`src/rtl/acum_pkg.sv`:
```
// Shared definitions for the saturating accumulator slice.
// FSM encoding, saturation limits and width helper.
package acum_pkg;

  localparam logic [1:0] ST_IDLE   = 2'd0;
  localparam logic [1:0] ST_ACUM   = 2'd1;
  localparam logic [1:0] ST_SALIDA = 2'd2;

  function automatic longint max_val(input int largo);
    return (longint'(1) << largo) - longint'(1);
  endfunction

  // Symmetric negative limit; the most negative code is never produced
  function automatic longint min_sat(input int largo);
    return -max_val(largo);
  endfunction

  function automatic int clog2(input int v);
    int r;
    r = 0;
    for (int i = 0; i < 31; i++) begin
      if ((1 << i) < v) r = i + 1;
    end
    return r;
  endfunction

endpackage

```
`src/rtl/acumulador_saturado_if.sv`:
```
// Sample-in / result-out handshake bundle.
// Master side is the pipeline driving samples and taking results.
interface acumulador_saturado_if
  import acum_pkg::*;
#(
  parameter int LARGO = 20
);

  logic               inicio;
  logic signed [LARGO:0] dato_in;
  logic               valid_in;
  logic               ready_in;
  logic signed [LARGO:0] y_out;
  logic               valid_out;
  logic               ready_out;
  logic               ovf;
  logic               unf;
  logic               ocupado;

  modport master (
    output inicio, dato_in, valid_in, ready_out,
    input  ready_in, y_out, valid_out, ovf, unf, ocupado
  );

  modport slave (
    input  inicio, dato_in, valid_in, ready_out,
    output ready_in, y_out, valid_out, ovf, unf, ocupado
  );

endinterface

```
`src/rtl/sumador_saturado.sv`:
```
// Combinational symmetric saturating adder.
// Sum is formed one bit wider, then clamped to +/-MAX.
module sumador_saturado
  import acum_pkg::*;
#(
  parameter int LARGO = 20
) (
  input  logic signed [LARGO:0] a,
  input  logic signed [LARGO:0] b,
  output logic signed [LARGO:0] y,
  output logic                  ovf_ev,
  output logic                  unf_ev
);

  localparam logic signed [LARGO+1:0] MAXX =
    (LARGO+2)'(max_val(LARGO));
  localparam logic signed [LARGO+1:0] MINX =
    (LARGO+2)'(min_sat(LARGO));
  localparam logic signed [LARGO:0] MAX =
    (LARGO+1)'(max_val(LARGO));
  localparam logic signed [LARGO:0] MIN =
    (LARGO+1)'(min_sat(LARGO));

  logic signed [LARGO+1:0] suma;

  // Wide add, range check and clamp
  always_comb begin
    suma   = {a[LARGO], a} + {b[LARGO], b};
    ovf_ev = suma > MAXX;
    unf_ev = suma < MINX;
    y      = suma[LARGO:0];
    if (ovf_ev) y = MAX;
    if (unf_ev) y = MIN;
  end

endmodule

```
`src/rtl/acumulador_saturado.sv`:
```
// Burst accumulator: TERMINOS samples into one saturated sum.
// Result held with valid/ready; sticky ovf/unf per burst.
module acumulador_saturado
  import acum_pkg::*;
#(
  parameter int LARGO    = 20,
  parameter int TERMINOS = 8
) (
  input logic clk,
  input logic reset_n,
  acumulador_saturado_if.slave bus
);

  localparam int CW = clog2(TERMINOS) + 1;
  localparam logic [CW-1:0] ULT = CW'(TERMINOS - 1);

  logic [1:0]            state_q, state_d;
  logic signed [LARGO:0] acc_q, acc_d;
  logic signed [LARGO:0] y_q, y_d;
  logic signed [LARGO:0] suma;
  logic [CW-1:0]         cnt_q, cnt_d;
  logic                  ovf_q, ovf_d;
  logic                  unf_q, unf_d;
  logic                  ovf_ev, unf_ev;

  sumador_saturado #(
    .LARGO(LARGO)
  ) u_sum (
    .a      (acc_q),
    .b      (bus.dato_in),
    .y      (suma),
    .ovf_ev (ovf_ev),
    .unf_ev (unf_ev)
  );

  // Next-state: burst control, accumulation and result capture
  always_comb begin
    state_d = state_q;
    acc_d   = acc_q;
    cnt_d   = cnt_q;
    y_d     = y_q;
    ovf_d   = ovf_q;
    unf_d   = unf_q;
    unique case (1'b1)
      state_q == ST_IDLE: begin
        if (bus.inicio) begin
          state_d = ST_ACUM;
          acc_d   = '0;
          cnt_d   = '0;
          ovf_d   = 1'b0;
          unf_d   = 1'b0;
        end
      end
      state_q == ST_ACUM: begin
        if (bus.valid_in) begin
          acc_d = suma;
          cnt_d = cnt_q + 1'b1;
          ovf_d = ovf_q | ovf_ev;
          unf_d = unf_q | unf_ev;
          if (cnt_q == ULT) begin
            y_d     = suma;
            state_d = ST_SALIDA;
          end
        end
      end
      state_q == ST_SALIDA: begin
        if (bus.ready_out) begin
          if (bus.inicio) begin
            state_d = ST_ACUM;
            acc_d   = '0;
            cnt_d   = '0;
            ovf_d   = 1'b0;
            unf_d   = 1'b0;
          end else begin
            state_d = ST_IDLE;
          end
        end
      end
      default: state_d = ST_IDLE;
    endcase
  end

  // State and datapath registers, cleared asynchronously
  always_ff @(posedge clk or negedge reset_n) begin
    if (!reset_n) begin
      state_q <= ST_IDLE;
      acc_q   <= '0;
      cnt_q   <= '0;
      y_q     <= '0;
      ovf_q   <= 1'b0;
      unf_q   <= 1'b0;
    end else begin
      state_q <= state_d;
      acc_q   <= acc_d;
      cnt_q   <= cnt_d;
      y_q     <= y_d;
      ovf_q   <= ovf_d;
      unf_q   <= unf_d;
    end
  end

  assign bus.ready_in  = state_q == ST_ACUM;
  assign bus.valid_out = state_q == ST_SALIDA;
  assign bus.ocupado   = state_q != ST_IDLE;
  assign bus.y_out     = y_q;
  assign bus.ovf       = ovf_q;
  assign bus.unf       = unf_q;

endmodule

```
`src/flat_wrapper.sv`:
```
// flat-port wrapper written by rule: the top's interface ports become plain ports
module acumulador_saturado_flat import acum_pkg::*;
#(
  parameter int LARGO    = 20,
  parameter int TERMINOS = 8
)
  (clk, reset_n, bus_inicio, bus_dato_in, bus_valid_in, bus_ready_out, bus_ready_in, bus_y_out, bus_valid_out, bus_ovf, bus_unf, bus_ocupado);
  acumulador_saturado_if #(.LARGO(LARGO)) bus_i ();
  input logic clk;
  input logic reset_n;
  input wire logic [$bits(bus_i.inicio)-1:0] bus_inicio;
  input wire logic [$bits(bus_i.dato_in)-1:0] bus_dato_in;
  input wire logic [$bits(bus_i.valid_in)-1:0] bus_valid_in;
  input wire logic [$bits(bus_i.ready_out)-1:0] bus_ready_out;
  output wire logic [$bits(bus_i.ready_in)-1:0] bus_ready_in;
  output wire logic [$bits(bus_i.y_out)-1:0] bus_y_out;
  output wire logic [$bits(bus_i.valid_out)-1:0] bus_valid_out;
  output wire logic [$bits(bus_i.ovf)-1:0] bus_ovf;
  output wire logic [$bits(bus_i.unf)-1:0] bus_unf;
  output wire logic [$bits(bus_i.ocupado)-1:0] bus_ocupado;
  assign bus_i.inicio = bus_inicio;
  assign bus_i.dato_in = bus_dato_in;
  assign bus_i.valid_in = bus_valid_in;
  assign bus_i.ready_out = bus_ready_out;
  assign bus_ready_in = bus_i.ready_in;
  assign bus_y_out = bus_i.y_out;
  assign bus_valid_out = bus_i.valid_out;
  assign bus_ovf = bus_i.ovf;
  assign bus_unf = bus_i.unf;
  assign bus_ocupado = bus_i.ocupado;
  acumulador_saturado #(.LARGO(LARGO), .TERMINOS(TERMINOS)) u_core (.clk(clk), .reset_n(reset_n), .bus(bus_i));
endmodule
```
`config.mk`:
```
export PLATFORM = sky130hd
export DESIGN_NAME = acumulador_saturado_flat
export DESIGN_NICKNAME = d
export VERILOG_FILES = /design/src/rtl/acum_pkg.sv /design/src/rtl/acumulador_saturado_if.sv /design/src/rtl/sumador_saturado.sv /design/src/rtl/acumulador_saturado.sv /design/src/flat_wrapper.sv
export SDC_FILE = /design/constraint.sdc
export NUM_CORES = 1
export LEC_CHECK = 0
export ABC_AREA = 1
export CAP_MARGIN = 10
export CELL_PAD_IN_SITES_DETAIL_PLACEMENT = 1
export CELL_PAD_IN_SITES_GLOBAL_PLACEMENT = 1
export CORE_UTILIZATION = 35
export CTS_CLUSTER_DIAMETER = 30
export CTS_CLUSTER_SIZE = 14
export DETAILED_ROUTE_END_ITERATION = 12
export PLACE_DENSITY_LB_ADDON = 0.1
export RECOVER_POWER = 25
export SLEW_MARGIN = 40
export SYNTH_ARGS = -nofsm -noshare
export SYNTH_HDL_FRONTEND = slang
export SYNTH_SLANG_ARGS = --single-unit
```
`constraint.sdc`:
```
create_clock -name clk -period 2.5 [get_ports clk]
set_clock_uncertainty 0.1 [all_clocks]
set_input_delay 0.375 -clock clk [delete_from_list [all_inputs] [get_ports clk]]
set_output_delay 0.375 -clock clk [all_outputs]
set_load 0.05 [all_outputs]
```
Word level (Yosys, flattened, before mapping)
Index checks and enable logic that the tools add are counted.
{ "op_classes": {"order_cmp": 2, "eq_ne": 7, "n_addsub": 2, "muxes": 24, "reduce_logical": 6, "bitwise_logic": 2} }
{ "op_table": {"columns": ["cell", "count"], "rows": [
  ["$mux 21", 5],
  ["$pmux 21 s3", 1],
  ["$add 21x21->22", 1],
  ["$gt 22x21->1 const B", 1],
  ["$lt 22x21->1 const B", 1],
  ["$mux 4", 3],
  ["$pmux 4 s3", 1],
  ["$mux 2", 4],
  ["$mux 1", 7],
  ["$ne 2x2->1 const B", 3],
  ["$pmux 1 s3", 2],
  ["$pmux 2 s3", 1],
  ["$reduce_and 3->1", 2],
  ["$add 4x1->4 const B", 1],
  ["$eq 4x3->1 const B", 1],
  ["$reduce_and 4->1", 1],
  ["$reduce_bool 3->1", 1],
  ["$eq 2x1->1 const B", 1],
  ["$eq 2x2->1 const B", 1],
  ["$logic_not 2->1", 1],
  ["$ne 2x1->1 const B", 1],
  ["$or 1x1->1", 2],
  ["$reduce_bool 2->1", 1]
]} }
{ "totals": {"register_bits": 50, "output_inout_bits": 26, "word_cells": 49} }

Depth between registers and ports, before layout
Gate-level depths: netlist of the first run.
{ "depth": {"ltp_word": 6, "mapped_depth": 21, "mapped_depth_nobuf": 20} }

Cells and area by module
Synthesis of the first run repeated with hierarchy kept, for this count alone.
{ "hier_totals": {"hier_cells": 595, "hier_area_um2": 3971.3} }
{ "by_module_without_submodules": {"columns": ["mod", "area_per_inst_um2", "n_inst", "seq_area_each_um2", "cells_per_inst"], "rows": [
  ["acumulador_saturado", 2100.8, 1, 1251.2, 241],
  ["sumador_saturado", 1870.5, 1, 0.0, 354]
]} }

Least setup slack after synthesis of the first run
Ideal clock, no wire load.
{ "synth_path": {"path_type": "input to register", "startpoint": "input port bus_dato_in[0]", "endpoint": "register u_core.acc_q[8]", "stages": 21, "t_arrival_ns": 2.313, "n_path_buf": 2, "slack_ns": -0.031, "setup_time_ns": 0.118, "path_cell_list": "ha_1 -> inv_1 -> fa_1 -> inv_1 -> nand2_1 -> nand2_1 -> nand3_1 -> nand2_1 -> nand2_1 -> nand2_1 -> nand2_1 -> nand2_1 -> nand3_1 -> nor2_1 -> nand3_1 -> nand2_1 -> nand2_2 -> buf_6 -> buf_8 -> nand3_2 -> nand2_1"} }
{ "synth_via": {"elab_chain_cells": 6} }
{ "synth_lines": {"columns": ["item", "line_no", "source"], "rows": [
  ["start: declaration", "flat_wrapper.sv:12", "input wire logic [$bits(bus_i.dato_in)-1:0] bus_dato_in;"],
  ["$add 21x21->22 *", "sumador_saturado.sv:28", "suma = {a[LARGO], a} + {b[LARGO], b};"],
  ["$gt 22x21->1", "sumador_saturado.sv:29", "ovf_ev = suma > MAXX;"],
  ["$mux 21", "sumador_saturado.sv:32", "if (ovf_ev) y = MAX;"],
  ["$mux 21 *", "sumador_saturado.sv:33", "if (unf_ev) y = MIN;"],
  ["$mux 21 *", "acumulador_saturado.sv:55", "if (bus.valid_in) begin"],
  ["$pmux 21 s3 *", "acumulador_saturado.sv:44", "unique case (1'b1)"],
  ["end signal: assignment", "acumulador_saturado.sv:87", "acc_q <= '0;"],
  ["end signal: assignment", "acumulador_saturado.sv:94", "acc_q <= acc_d;"],
  ["end: declaration", "acumulador_saturado.sv:18", "logic signed [LARGO:0] acc_q, acc_d;"]
]} }
Every way passes the cells marked *; elsewhere a longest branch is shown, timed or not. The select of a mux whose other input is x is not followed.
A chain may end at the register's enable or synchronous reset.

Worst setup path after layout of the first run
{ "layout_path": {"startpoint": "register u_core.acc_q[0]", "endpoint": "register u_core.acc_q[7]"} }
{ "layout_via": {"elab_chain_cells": 6} }
{ "layout_lines": {"columns": ["item", "line_no"], "rows": [
  ["$add 21x21->22 *", "sumador_saturado.sv:28"],
  ["$gt 22x21->1", "sumador_saturado.sv:29"],
  ["$mux 21", "sumador_saturado.sv:32"],
  ["$mux 21 *", "sumador_saturado.sv:33"],
  ["$mux 21 *", "acumulador_saturado.sv:55"],
  ["$pmux 21 s3 *", "acumulador_saturado.sv:44"]
]} }
Marked as above.

==> results of run 1 <==
==> routing by layer <==
metal	wire length [um]	share of wire (%)
met5	0	0
met4	499	3.4
met3	260	1.8
met2	7690	53
met1	6089	42
==> sequential cells by signal (all words and copies together), names as in the netlist <==
name and cells:
u_core.acc_q 21, u_core.bus.ovf 1, u_core.bus.unf 1, u_core.bus.y_out 21, u_core.cnt_q 4, u_core.state_q 2
==> cell type report <==
type                            count  share of cell area (%)
Tap cell                          136                   2.849
Clock inverter                      1                 0.08380
Multi-Input combinational cell    423                   47.24
Timing Repair Buffer              149                   22.90
Sequential cell                    50                   20.95
Inverter                           72                   4.525
Clock buffer                        7                   1.446
==> critical path: stages (launching register included) <==
cell	delay (ns)
dfrtp_1	0.36
ha_2	0.19
inv_2	0.04
fa_2	0.34
inv_2	0.09
nand2_2	0.06
and2_1	0.15
nor3_1	0.20
nand3_2	0.12
nor2_4	0.14
nand3_2	0.11
nor2_4	0.11
nand3_2	0.10
nand2_4	0.10
nand2_8	0.09
buf_12	0.15
buf_8	0.13
nand3_2	0.06
nand2_1	0.07
==> cells in the final DEF (no fill, tap or decap), drive strengths merged, types with 2 or more instances in the layout <==
cell,netlist,routed
nand3,73,73
and2,3,3
nand2,242,242
nand4,6,6
o21ai,9,9
dlygate4sd2,0,5
clkdlybuf4s50,0,45
ha,22,22
nor2,24,24
a21oi,21,21
xor2,2,2
inv,72,72
clkbuf,6,8
dfrtp,50,50
nor3,9,9
buf,8,98
nand3b,5,5
==> stage by stage <==
stage / area [um^2] / hold WS [ns] / setup TNS (ns)
2_1_floorplan: 3712 / -0.02059 / 0
3_3_place_gp: 4947 / 0.3665 / -28.41
3_5_place_dp: 4950 / 0.3751 / -32.81
4_1_cts: 5736 / 0.1022 / -8.475
5_1_grt: 5972 / 0.4229 / -15.52
6_report: 5972 / 0.3199 / -9.471
==> cell families (layout without fill, tap and decap cells) <==
kind of cell / after synthesis / count (layout) / share of synthesized area (%)
AO/OA/AOI/OAI: 33 / 33 / 4.894
XOR/XNOR: 3 / 3 / 1.114
adder cells (fa/ha/maj): 23 / 23 / 7.965
buffers and inverters: 86 / 229 / 9.382
flip-flops: 50 / 50 / 33.75
AND/OR/NAND/NOR: 364 / 364 / 42.90
==> final timing paths <==
check	endpoint	start	slack (ns)
max	u_core.acc_q[7]	u_core.acc_q[0]	-0.31
min	u_core.acc_q[14]	reset_n	0.32
max reg2reg	u_core.acc_q[7]	u_core.acc_q[0]	-0.31
min reg2reg	u_core.bus.y_out[1]	u_core.bus.y_out[1]	0.39
max in group asynchronous	u_core.acc_q[7]	reset_n	1.17
min in group clk	u_core.bus.y_out[1]	u_core.bus.y_out[1]	0.39
==> what timing repair did <==
action                     CTS  global route
buffers inserted             9             3
setup endpoints to repair   42            43
gates cloned                 4             0
gates resized for setup    118            56
pin swaps                   26            30
==> flow_metrics.py, run 1 <==
metrics = {
    "floorplanning": {
        "start_util_pct": 36.07,
        "num_io_pins": 52,
        "die_h_um": 104.9,
        "rows": 37,
        "die_area_um2": 11010,
        "coreArea_um2": 10280,
        "die_w_um": 104.9,
    },
    "grt": {
        "grt_pass1_vias": 4499,
        "grt_start_max_net_pins": 51,
        "top_usage_layer": "met2",
        "overflow": 0,
        "antenna_found_initial": 0,
        "grtUsageMet2_pct": 49.01,
        "track_usage_pct": 26.52,
        "grt_use_met1_pct": 31.91,
        "grt_util_met3_pct": 2.371,
        "grt_pass1_wl_um": 22710,
    },
    "yosys": {
        "ys_seq_area_share_pct": 33.75,
        "synth-seq-cells": 50,
        "synth_area_per_cell_um2": 6.632,
        "synth.top_cell.area_share_pct": 33.75,
        "synth_edf_count": 0,
        "synth_ff_type": "dfrtp_1",
        "async_flop_share_pct": 100.0,
        "synth-warning-count": 0,
        "ys_types": 30,
        "synthCells": 559,
        "yosys.area.top_type": "dfrtp_1",
        "syn_area_um2": 3707,
        "ys_top_cells_by_count": "239 x nand2_1, 70 x inv_1, 61 x nand3_1",
        "post_synth_main_area_contributors": "dfrtp_1 34%, nand2_1 24%, nand3_1 8.2%",
        "yosysMostFrequentCell": "nand2_1",
        "syn_nets": 608,
    },
    "status": {
        "outcome": "complete, but fails checks",
        "violations": "negative setup slack",
    },
    "finish": {
        "drive_gt1_share_pct": 37.75,
        "diodes": 0,
        "area_growth_pct": 61.09,
        "multiInputGateArea_um2": 2821,
        "fin_nets": 750,
        "filler_cell_count": 1271,
        "stdcell_count": 838,
        "regArea_um2": 1251,
        "fin_util_pct": 58.11,
    },
    "setup_path": {
        "crit_type": "register to register",
        "worst_setup_path_start_kind": "register",
        "r2r_cells": 18,
        "arrival_ns": 2.91,
        "critical_path_required_ns": 2.59,
        "path_max_fanout": 5,
        "end_kind": "register",
    },
    "sta": {
        "worst_pin_slew_ns": 1.309,
        "fin_crit_ns": 2.811,
        "slew_viol_final": 0,
        "setup_violations": 42,
        "finalCritPeriodShare_pct": 112.5,
        "rsz0062_at_grt": "yes",
        "setup_slack_ns": -0.3114,
        "hold_viol": 0,
        "slew-limit-headroom_pct": 12.71,
        "fmax_ghz": 0.3557,
    },
    "place": {
        "gp_congestion": 0.8568,
        "io_buffer_count": 51,
        "dp_cells": 816,
        "hpwl_um": 10200,
        "dp_slack_ns": -0.8128,
    },
    "worst_hold_path": {
        "hp-class": "primary input to asynchronous set/reset pin",
    },
    "clock_network": {
        "holdBufCountCts": 0,
        "clockBufferDepth": 2,
        "root_buffer": "clkbuf_8",
        "cts.sinks": 50,
        "insertion_delay_ns": 0.30,
        "cts_tree": "built",
        "cts_buffers": 5,
        "path_clk_slew_ns": 0.09,
        "htree_levels": 2,
    },
    "detailed_routing": {
        "antenna_left": 0,
        "viasPerCell": 5.058,
        "first_iter_violations": 92,
        "drc": 0,
        "wire_per_inst_um": 17.35,
        "drt_first_pass_iters": 4,
        "vias": 4239,
        "wl_um": 14540,
    },
    "run": {
        "cap_viol_max_count": 0,
    },
}
Power of run 1 is not shown: default switching activity piles up to over one toggle a cycle in this logic, so the estimate is an artifact.
==> run 2: changes to the inputs <==
--- a/config.mk
+++ b/config.mk
@@ -13,8 +13,7 @@
 export CTS_CLUSTER_DIAMETER = 30
 export CTS_CLUSTER_SIZE = 14
 export DETAILED_ROUTE_END_ITERATION = 12
-export PLACE_DENSITY_LB_ADDON = 0.1
-export RECOVER_POWER = 25
+export PLACE_DENSITY_LB_ADDON = 0.3
 export SLEW_MARGIN = 40
 export SYNTH_ARGS = -nofsm -noshare
 export SYNTH_HDL_FRONTEND = slang
==> flow_metrics.py, run 2 (synthesis gave the netlist of run 1 again) <==
metrics = {
    "status": {
        "outcome": "complete, but fails checks",
        "violations": "negative setup slack",
    },
    "clock_network": {
        "cts_buffers": 5,
        "root_buffer": "clkbuf_8",
        "path_clk_slew_ns": 0.10,
        "clockBufferDepth": 2,
        "cts.sinks": 50,
        "insertion_delay_ns": 0.32,
        "cts_tree": "built",
        "htree_levels": 2,
    },
    "setup_path": {
        "path_max_fanout": 8,
        "critical_path_required_ns": 2.62,
        "slowest_stage": "clkdlybuf4s50_1",
        "end_kind": "register",
        "path_buf_inv": 4,
        "critPathMostFrequentCell": "nand2_1",
        "cpPeakStageDelay_ns": 0.51,
        "arrival_ns": 3.04,
        "worst_setup_path_start_kind": "primary input",
        "crit_type": "primary input to register",
        "critPathTopFamily": "simple AND/OR/NAND/NOR gates",
        "path_cells": "clkdlybuf4s50_1 -> ha_4 -> nand2_2 -> inv_1 -> nand2_1 -> nand2_1 -> inv_1 -> nand3_2 -> nand2_2 -> nand2_1 -> nand2_1 -> nand3_1 -> nor2_4 -> nand3_2 -> nand2_4 -> nand2_8 -> clkbuf_16 -> nand3_1 -> nand2_1",
    },
    "place": {
        "dp_cells": 805,
        "placed_area_um2": 4902,
        "hpwl_um": 10280,
        "io_buffer_count": 51,
        "gp_congestion": 0.8178,
    },
    "finish": {
        "regArea_um2": 1251,
        "drive_gt1_share_pct": 32.46,
        "final_cell_mix": "202 x nand2_1, 77 x buf_4, 66 x inv_1",
        "area_growth_pct": 56.13,
        "filler_cell_count": 1286,
        "fin_area_um2": 5788,
        "final_common_cell": "nand2_1",
        "diodes": 0,
        "stdcell_count": 826,
        "fin_nets": 739,
        "multiInputGateArea_um2": 2744,
    },
    "floorplanning": {
        "num_io_pins": 52,
        "die_area_um2": 11010,
        "die_h_um": 104.9,
        "die_w_um": 104.9,
        "start_util_pct": 36.07,
        "coreArea_um2": 10280,
        "rows": 37,
    },
    "detailed_routing": {
        "drc": 0,
        "first_iter_violations": 139,
        "wl_um": 15210,
        "wire_per_inst_um": 18.41,
        "drt_first_pass_iters": 4,
        "vias": 4265,
        "viasPerCell": 5.163,
        "antenna_left": 0,
    },
    "grt": {
        "grt_util_met3_pct": 3.618,
        "overflow": 0,
        "top_usage_layer": "met2",
        "grtUsageMet2_pct": 48.06,
        "grt_pass1_wl_um": 22880,
        "grt_pass1_vias": 4622,
        "antenna_found_initial": 0,
        "grt_use_met1_pct": 31.73,
        "track_usage_pct": 26.46,
        "grt_start_max_net_pins": 26,
    },
    "worst_hold_path": {
        "hp-class": "primary input to asynchronous set/reset pin",
    },
    "run": {
        "cap_viol_max_count": 0,
    },
    "sta": {
        "setup_slack_ns": -0.4227,
        "slew-limit-headroom_pct": 50.94,
        "hold_viol": 0,
        "finalCritPeriodShare_pct": 116.9,
        "worst_pin_slew_ns": 0.7351,
        "fmax_ghz": 0.3421,
        "fin_crit_ns": 2.923,
        "setup_violations": 42,
        "slew_viol_final": 0,
        "rsz0062_at_grt": "yes",
    },
}
[run 2: cell count changes in the layout (fill, tap and decap cells not counted), sizes merged]
cell / delta
clkdlybuf4s50: -2
dlygate4sd2: +1
dlymetal6s2s: +1
dlygate4sd3: +1
clkinv: +1
buf: -13
clkbuf: -1
[run 2: repair_timing]
action / CTS / global route
pin swaps: 10 / 35
resized for setup: 77 / 65
cloned: 3 / 3
setup buffers: 5 / 4
hold endpoints to repair: 10 / 0
endpoints found under the setup margin: 42 / 43
hold buffers: 1 / 0
[run 2: layout make-up]
cell class                      instances  share of cell area (%)
Multi-Input combinational cell        423                   47.41
Timing Repair Buffer                  138                   21.96
Sequential cell                        50                   21.62
Inverter                               72                   4.713
Tap cell                              136                   2.940
Clock buffer                            5                   1.189
Clock inverter                          2                  0.1729
[run 2: worst register-to-register path, delay by kind of cell, from the launching register on]
| kind | cells | cell delay, ns |
|---|---|---|
| adder cells (fa/ha/maj) | 2 | 0.61 |
| AND/OR/NAND/NOR | 15 | 1.42 |
| flip-flops | 1 | 0.37 |
| buffers and inverters | 3 | 0.32 |
[run 2: path summary, 6_finish.rpt]
check	start	endpoint	slack, ns	cells after the start
setup / recovery	bus_dato_in[10]	u_core.acc_q[16]	-0.42	19
hold / removal	reset_n	u_core.acc_q[14]	0.37	2
setup reg to reg	u_core.acc_q[0]	u_core.acc_q[16]	-0.42	20
hold reg to reg	u_core.bus.y_out[19]	u_core.bus.y_out[19]	0.39	2
max in group asynchronous	reset_n	u_core.bus.y_out[9]	1.27	3
min in group clk	u_core.bus.y_out[19]	u_core.bus.y_out[19]	0.39	2
[run 2: metrics by stage]
stage | TNS (ns) | setup WS [ns] | utilization, % | hold WS (ns)
after floorplan | 0 | 0.008357 | - | -0.02059
after global placement | -25.75 | -0.6377 | 47.70 | 0.1615
after detailed placement | -32.43 | -0.7969 | 47.70 | 0.1802
after CTS | -9.237 | -0.2902 | 52.97 | 0.3821
after global routing | -20.02 | -0.5269 | 56.32 | 0.3826
final | -15.32 | -0.4227 | 56.32 | 0.3701
[run 2: routing by layer]
layer	up-vias	share of wire [%]	wire length [um]
met2	107	53	8031
met1	2091	40	6118
met5	-	0	0
li1	2027	-	-
met3	40	3.0	463
met4	0	3.9	591
Power of run 2 is left out for the same reason.
